## src/rtl/mc_stage_ctrl.sv

```systemverilog
// Multi-cycle LA32R stage sequencer: PC, IF/ID/EXE/MEM/WB FSM and SRAM req/ack pacing.
// Optional performance counters are built when MC_PERF_CNT_EN is defined.
module mc_stage_ctrl #(
    parameter int               PC_W     = 32,
    parameter logic [PC_W-1:0]  RESET_PC = PC_W'(32'h1c00_0000),
    parameter int               CNT_W    = 32
) (
    input  logic             clk,
    input  logic             resetn,
    output logic             inst_req,
    output logic [PC_W-1:0]  inst_addr,
    input  logic             inst_ack,
    output logic             ir_we,
    input  logic             cls_load,
    input  logic             cls_store,
    input  logic             cls_br_only,
    input  logic             cls_gr_we,
    input  logic             br_taken,
    input  logic [PC_W-1:0]  br_target,
    output logic             data_req,
    output logic             data_we,
    input  logic             data_ack,
    output logic             mdr_we,
    output logic             exe_en,
    output logic             rf_we,
    output logic             retire,
    output logic [PC_W-1:0]  pc,
    output logic [2:0]       state,
    output logic [CNT_W-1:0] cycle_cnt,
    output logic [CNT_W-1:0] retire_cnt,
    output logic [CNT_W-1:0] stall_cnt
);

    typedef enum logic [2:0] {
        S_IF  = 3'd0,
        S_ID  = 3'd1,
        S_EXE = 3'd2,
        S_MEM = 3'd3,
        S_WB  = 3'd4
    } state_t;

    state_t          state_q, state_d;
    logic [PC_W-1:0] pc_q, pc_d;
    logic            take_q;
    logic [PC_W-1:0] tgt_q;
    logic            redirect;
    logic [PC_W-1:0] redirect_pc;

    always_ff @(posedge clk or negedge resetn) begin
        if (!resetn) begin
            state_q <= S_IF;
            pc_q    <= RESET_PC;
            take_q  <= 1'b0;
            tgt_q   <= '0;
        end else begin
            state_q <= state_d;
            pc_q    <= pc_d;
            if (state_q == S_EXE) begin
                take_q <= br_taken;
                tgt_q  <= br_target;
            end
        end
    end

    // Requests are gated by resetn so they drop the moment reset asserts.
    always_comb begin
        state_d     = S_IF;
        inst_req    = resetn && (state_q == S_IF);
        data_req    = resetn && (state_q == S_MEM);
        ir_we       = 1'b0;
        mdr_we      = 1'b0;
        exe_en      = 1'b0;
        rf_we       = 1'b0;
        retire      = 1'b0;
        redirect    = take_q;
        redirect_pc = tgt_q;
        case (state_q)
            S_IF: begin
                ir_we   = inst_req && inst_ack;
                state_d = (inst_req && inst_ack) ? S_ID : S_IF;
            end
            S_ID: state_d = S_EXE;
            S_EXE: begin
                exe_en = 1'b1;
                if (cls_br_only) begin
                    // Branch retires here, before take_q/tgt_q are written.
                    retire      = 1'b1;
                    redirect    = br_taken;
                    redirect_pc = br_target;
                    state_d     = S_IF;
                end else if (cls_load || cls_store) begin
                    state_d = S_MEM;
                end else begin
                    state_d = S_WB;
                end
            end
            S_MEM: begin
                if (data_req && data_ack) begin
                    if (cls_load) begin
                        mdr_we  = 1'b1;
                        state_d = S_WB;
                    end else begin
                        retire  = 1'b1;
                        state_d = S_IF;
                    end
                end else begin
                    state_d = S_MEM;
                end
            end
            S_WB: begin
                rf_we   = cls_gr_we;
                retire  = 1'b1;
                state_d = S_IF;
            end
            default: state_d = S_IF;
        endcase
        pc_d = retire ? (redirect ? redirect_pc : pc_q + PC_W'(4)) : pc_q;
    end

    assign data_we   = data_req && cls_store;
    assign inst_addr = pc_q;
    assign pc        = pc_q;
    assign state     = state_q;

`ifdef MC_PERF_CNT_EN
    logic [CNT_W-1:0] cycle_q, retire_q, stall_q;

    always_ff @(posedge clk or negedge resetn) begin
        if (!resetn) begin
            cycle_q  <= '0;
            retire_q <= '0;
            stall_q  <= '0;
        end else begin
            cycle_q <= cycle_q + CNT_W'(1);
            if (retire)
                retire_q <= retire_q + CNT_W'(1);
            if ((inst_req && !inst_ack) || (data_req && !data_ack))
                stall_q <= stall_q + CNT_W'(1);
        end
    end

    assign cycle_cnt  = cycle_q;
    assign retire_cnt = retire_q;
    assign stall_cnt  = stall_q;
`else
    assign cycle_cnt  = '0;
    assign retire_cnt = '0;
    assign stall_cnt  = '0;
`endif

endmodule

```

## config.mk

```make
export PLATFORM = sky130hd
export DESIGN_NAME = mc_stage_ctrl
export DESIGN_NICKNAME = d
export VERILOG_FILES = /design/src/rtl/mc_stage_ctrl.sv
export SDC_FILE = /design/constraint.sdc
export NUM_CORES = 1
export LEC_CHECK = 0
export BUFFER_PORTS_ARGS = -buffer_cell sky130_fd_sc_hd__buf_2
export CAP_MARGIN = 20
export CORE_AREA = 10 10 80 151
export DETAILED_ROUTE_END_ITERATION = 6
export DIE_AREA = 0 0 90 161
export PLACE_DENSITY_LB_ADDON = 0.15
export SYNTH_ARGS = -nofsm -noshare
export SYNTH_HDL_FRONTEND = slang
export SYNTH_SLANG_ARGS = --single-unit
```

## constraint.sdc

```tcl
create_clock -name clk -period 5.2 [get_ports clk]
set_clock_uncertainty 0.2 [all_clocks]
set_input_delay 0.26 -clock clk [delete_from_list [all_inputs] [get_ports clk]]
set_output_delay 0.26 -clock clk [all_outputs]
set_load 0.01 [all_outputs]
```

Word-level counts from Yosys, hierarchy flattened
Index checks and enable logic that the tools add are counted.
{"block": "totals", "ff_bits": 68, "latchBits": 0, "mem_bits_rw": 0, "rom_bits": 0, "in_bits": 41, "out_inout_bits": 171, "elab_cells": 37, "n_memories": 0}
{"block": "op_classes", "addsub": 1, "n_mul": 0, "n_div": 0, "magnitude_cmp": 0, "eq_ne": 4, "shift": 0, "n_mux": 21, "n_bitwise": 0, "reduce_logical": 7}
{"operator": "$mux W32", "n": 3}
{"operator": "$add A32 B3 Y32 const B", "n": 1}
{"operator": "$mux W1", "n": 12}
{"operator": "$mux W3", "n": 4}
{"operator": "$pmux W3 S4", "n": 1}
{"operator": "$eq A3 B2 Y1 const B", "n": 2}
{"operator": "$logic_and A1 B1 Y1", "n": 5}
{"operator": "$eq A3 B1 Y1 const B", "n": 1}
{"operator": "$eq A3 B3 Y1 const B", "n": 1}
{"operator": "$logic_not A3 Y1", "n": 1}
{"operator": "$pmux W1 S3", "n": 1}
{"operator": "$logic_or A1 B1 Y1", "n": 1}

Depth between registers and ports, before layout
{"block": "depth", "word_depth": 5, "ltp_mapped": 9, "ltp_nobuf": 6}

Worst setup path before layout
OpenSTA, ideal clock, no wires.
{"block": "synth_path", "kind": "reg2reg", "start": "register state_q[2], in the netlist state[2]", "end": "register pc_q[12], in the netlist inst_addr[12]", "setup_time_ps": 141, "t_arrival_ps": 1915, "required_ps": 4859, "path_slack_ps": 2944, "stages_incl_launch_ff": 9, "n_path_buf": 4, "synth_period_minus_slack_ps": 2256, "path_cell_list": "dfrtp_1 > buf_6 > nor4bb_1 > buf_4 > mux2_4 > buf_4 > buf_4 > o31ai_1 > a21oi_1"}
{"block": "synth_via", "elab_chain_cells": 5, "word_cells_on_any_way": 10, "cone_classes": "eq/ne (3); mux (5); reduce/logical (2)"}
{"item": "start, declared", "line": "42", "source": "state_t state_q, state_d;"}
{"item": "start signal, assigned", "line": "56", "source": "state_q <= state_d;"}
{"item": "$eq A3 B2 Y1", "line": "69, 77"}
{"item": "$logic_and A1 B1 Y1", "line": "69", "source": "data_req = resetn && (state_q == S_MEM);"}
{"item": "$logic_and A1 B1 Y1", "line": "98", "source": "if (data_req && data_ack) begin"}
{"item": "$mux W1", "line": "98"}
{"item": "$pmux W1 S3", "line": "77", "source": "case (state_q)"}
{"item": "end signal, assigned", "line": "57", "source": "pc_q <= pc_d;"}
{"item": "end, declared", "line": "43", "source": "logic [PC_W-1:0] pc_q, pc_d;"}
Parallel ways exist; a longest one is shown, timed or not.
A chain may end at the register's enable or synchronous reset.

Worst setup path in the final report
{"block": "layout_path", "start": "input resetn", "end": "output retire"}
{"block": "layout_via", "elab_chain_cells": 4}
{"item": "start, declared", "line": "9", "source": "input logic resetn,"}
{"item": "$logic_and A1 B1 Y1", "line": "69"}
{"item": "$logic_and A1 B1 Y1", "line": "98"}
{"item": "$mux W1", "line": "98"}
{"item": "$pmux W1 S3", "line": "77"}
{"item": "end, declared", "line": "26", "source": "output logic retire,"}
Every way passes these cells.

==> run metrics <==
status=complete, no violations; H-Tree Level Count=3; Mapped Cells=542; Slew Viols, Final=0; synth top area cells=dfrtp_1, buf_4, mux2_2; Worst Reg-to-Reg Cells=6; Wirelength per Cell=roughly 19 um; clock sink total=68; PD cells=~580 nW/um^2; Synth Flop Type=dfrtp_1; Routed Antenna Nets=0; HP Class=in2reg; Worst-Margin Slew=0.983 ns; worst-skew pair later-pin latency=0.34 ns; setup bufs post-CTS=0; number of distinct library cells after synthesis=60; CTS tree=built; nets=685; grt ovf=0; DRT Pass-1 Iters=4; Post-CTS Resized=0; Die Height=roughly 160 um; via count=4140; # IOs=212; Synth top area share=between 30 and 40%; critical path, cell by cell=dlygate4sd3_1, buf_2, and4b_4, a221oi_4, buf_4, inv_2, buf_2; Filler Cell Count=873; first-pass GRT wire length=23100 um; CTS max path bufs=2; Pleak=2.62 nW; Syn Area/Cell=between 9 and 10 um^2; CP dominant cell by count=buf_2; Critical Path AT=roughly 2.7 ns; Placed Cells=732; WP buf/inv=5; PortBufs=~120; leading area contributor after synthesis=dfrtp_1; Hold Fails Final Rpt=0; hold-fix buffers at CTS=31; WP depth=7; Final HPWL DP=11000 um; Worst path slowest cell=dlygate4sd3_1; Overall Global Routing Usage=19.6%; Root Driver=clkbuf_16; final std cells w/o fill=781; Post-synth EDFFs=0; crit path time final=3.13 ns; post-synthesis cell area=~4900 um^2; Post-Place Worst Slack=1.92 ns; largest net degree at the start of global routing=50; Post-Route WL=roughly 15000 um; FF+latch count, synth=68; initial drt markers=222; critical path capture point type=primary output; max capacitance violation total=0; Placer Congestion=0.918; slew margin rel.=34.2%; initial antenna violation count=1; Hold Crit Depth=2; Vias/cell=approximately 5.3; Final Worst Setup Slack=2.07 ns; post-route setup TNS=0 ns; drt drc=0; Critical Path Max Stage Delay=around 0.52 ns; Core Footprint=roughly 9600 um^2; area grow syn2layout=13.4%; Die Wd=90 um; CP required=4.74 ns; row count=51; Fmax achieved=0.319 GHz; warnings from Yosys=0; family with the most delay on the worst path=buffers and inverters; initial core utilization=50.8%; Final setup viols=0; Seq/Total Area, Yosys=around a third; RSZ-0062 raised after global routing=no; Critical Path Source Type=input port; cts bufs inserted=9; peak supply drop=0.000329 V; share of cells above drive strength 1=29.5%; CP max FO=45; vias in the first global route=4348; CP Class=in2out; die area=roughly 14000 um^2; Final period util=60.2%; clock transition at the registers of the reported paths=~0.06 ns; async set or reset register ratio after synthesis=100%
synth_stat cells (all sizes together), types with 2 or more instances:
cell type and n:
nor2 20, clkbuf 13, mux2i 6, o22a 8, a311oi 5, nand4 7, a2bb2oi 3, inv 9
nor3b 10, mux2 34, a32oi 2, nor4 2, nor3 13, or2 2, a211o 2, o21ai 21
dfrtp 65, a31oi 13, nand2 49, a21oi 26, and2 3, and4 5, o2bb2ai 3, nand3 28
a211oi 3, a31o 2, o41ai 2, or3 4, o31ai 2, and3 14, dfstp 3, buf 145
nor4b 2
power breakdown:
group | leakage (nW) | switching (mW) | total, mW | internal (mW)
clock network | 0.144 | 0.233 | 0.592 | 0.359
registers | 0.801 | 0.301 | 1.10 | 0.797
logic | 1.68 | 0.874 | 1.54 | 0.664
total | 2.62 | 1.41 | 3.23 | 1.82
cell usage in the layout, fill, tap and decap left out, types with 4 or more instances in the layout:
cell type        n
buf_2          115
nand2_1         49
mux2_2          33
a31oi_1         13
and3_1          14
nand4_1          6
or3_1            4
clkbuf_16        9
nor2_1          20
dlygate4sd3_1   31
and4_1           4
nand3_1         28
conb_1          96
a311oi_1         5
nor3_1          13
o22a_1           8
o21ai_0         19
dfrtp_1         65
nor3b_1          9
buf_4            6
inv_1            8
a21oi_1         25
mux2i_1          5
final timing paths:
path / from / end / slack (ns)
min reg2reg: tgt_q[6] / tgt_q[6] / 0.30
max reg2reg: state[2] / inst_addr[16] / 2.23
max in group asynchronous: resetn / tgt_q[15] / 3.52
min in group asynchronous: resetn / tgt_q[11] / 0.24
min: br_target[18] / tgt_q[18] / 0.003
max: resetn / retire / 2.07
cell type report:
cell class | instances | area (um^2) | area share, %
timing repair buffer | 153 | 942 | 17.0
clock inverter | 4 | 22.5 | 0.406
clock buffer | 12 | 267 | 4.80
tap | 132 | 165 | 2.98
antenna | 1 | 2.50 | 0.0451
multi-input combinational | 402 | 2410 | 43.5
inverter | 9 | 33.8 | 0.609
sequential | 68 | 1710 | 30.7
kinds of logic after synthesis:
logic type	count (synthesis)	synth area share, %
fa+ha+maj	1	0.256
buf+inv	167	23.6
other cells	1	0.0766
compound gates	100	14.3
flops	68	34.8
simple gates	165	17.7
mux	40	9.13
layer usage:
metal  global-route usage (%)  share of wire, %  vias to the layer above
met2                     36.4                54                      190
met4                     11.5               4.9                        0
met1                     18.1                33                     2011
li1                         -                 -                     1906
met3                     6.31               7.6                       33
met5                        0                 0                        -
metrics by stage:
stage / hold WS (ns) / util (%) / power, mW / area, um^2
floorplan: -0.236 / - / 2.26 / 5250
global placement: 0.0757 / 51.2 / 2.58 / 4940
detailed placement: 0.0851 / 51.2 / 2.63 / 4940
CTS: 0.00463 / 57.5 / 3.24 / 5540
global route: 0.00687 / 57.6 / 3.45 / 5550
finish: 0.00281 / 57.6 / 3.23 / 5550
flip-flops by register name (all words and copies together) (netlist names):
register	cells
take_q	1
tgt_q	32
state	3
inst_addr	32
Power figures use the tool's default switching activity.
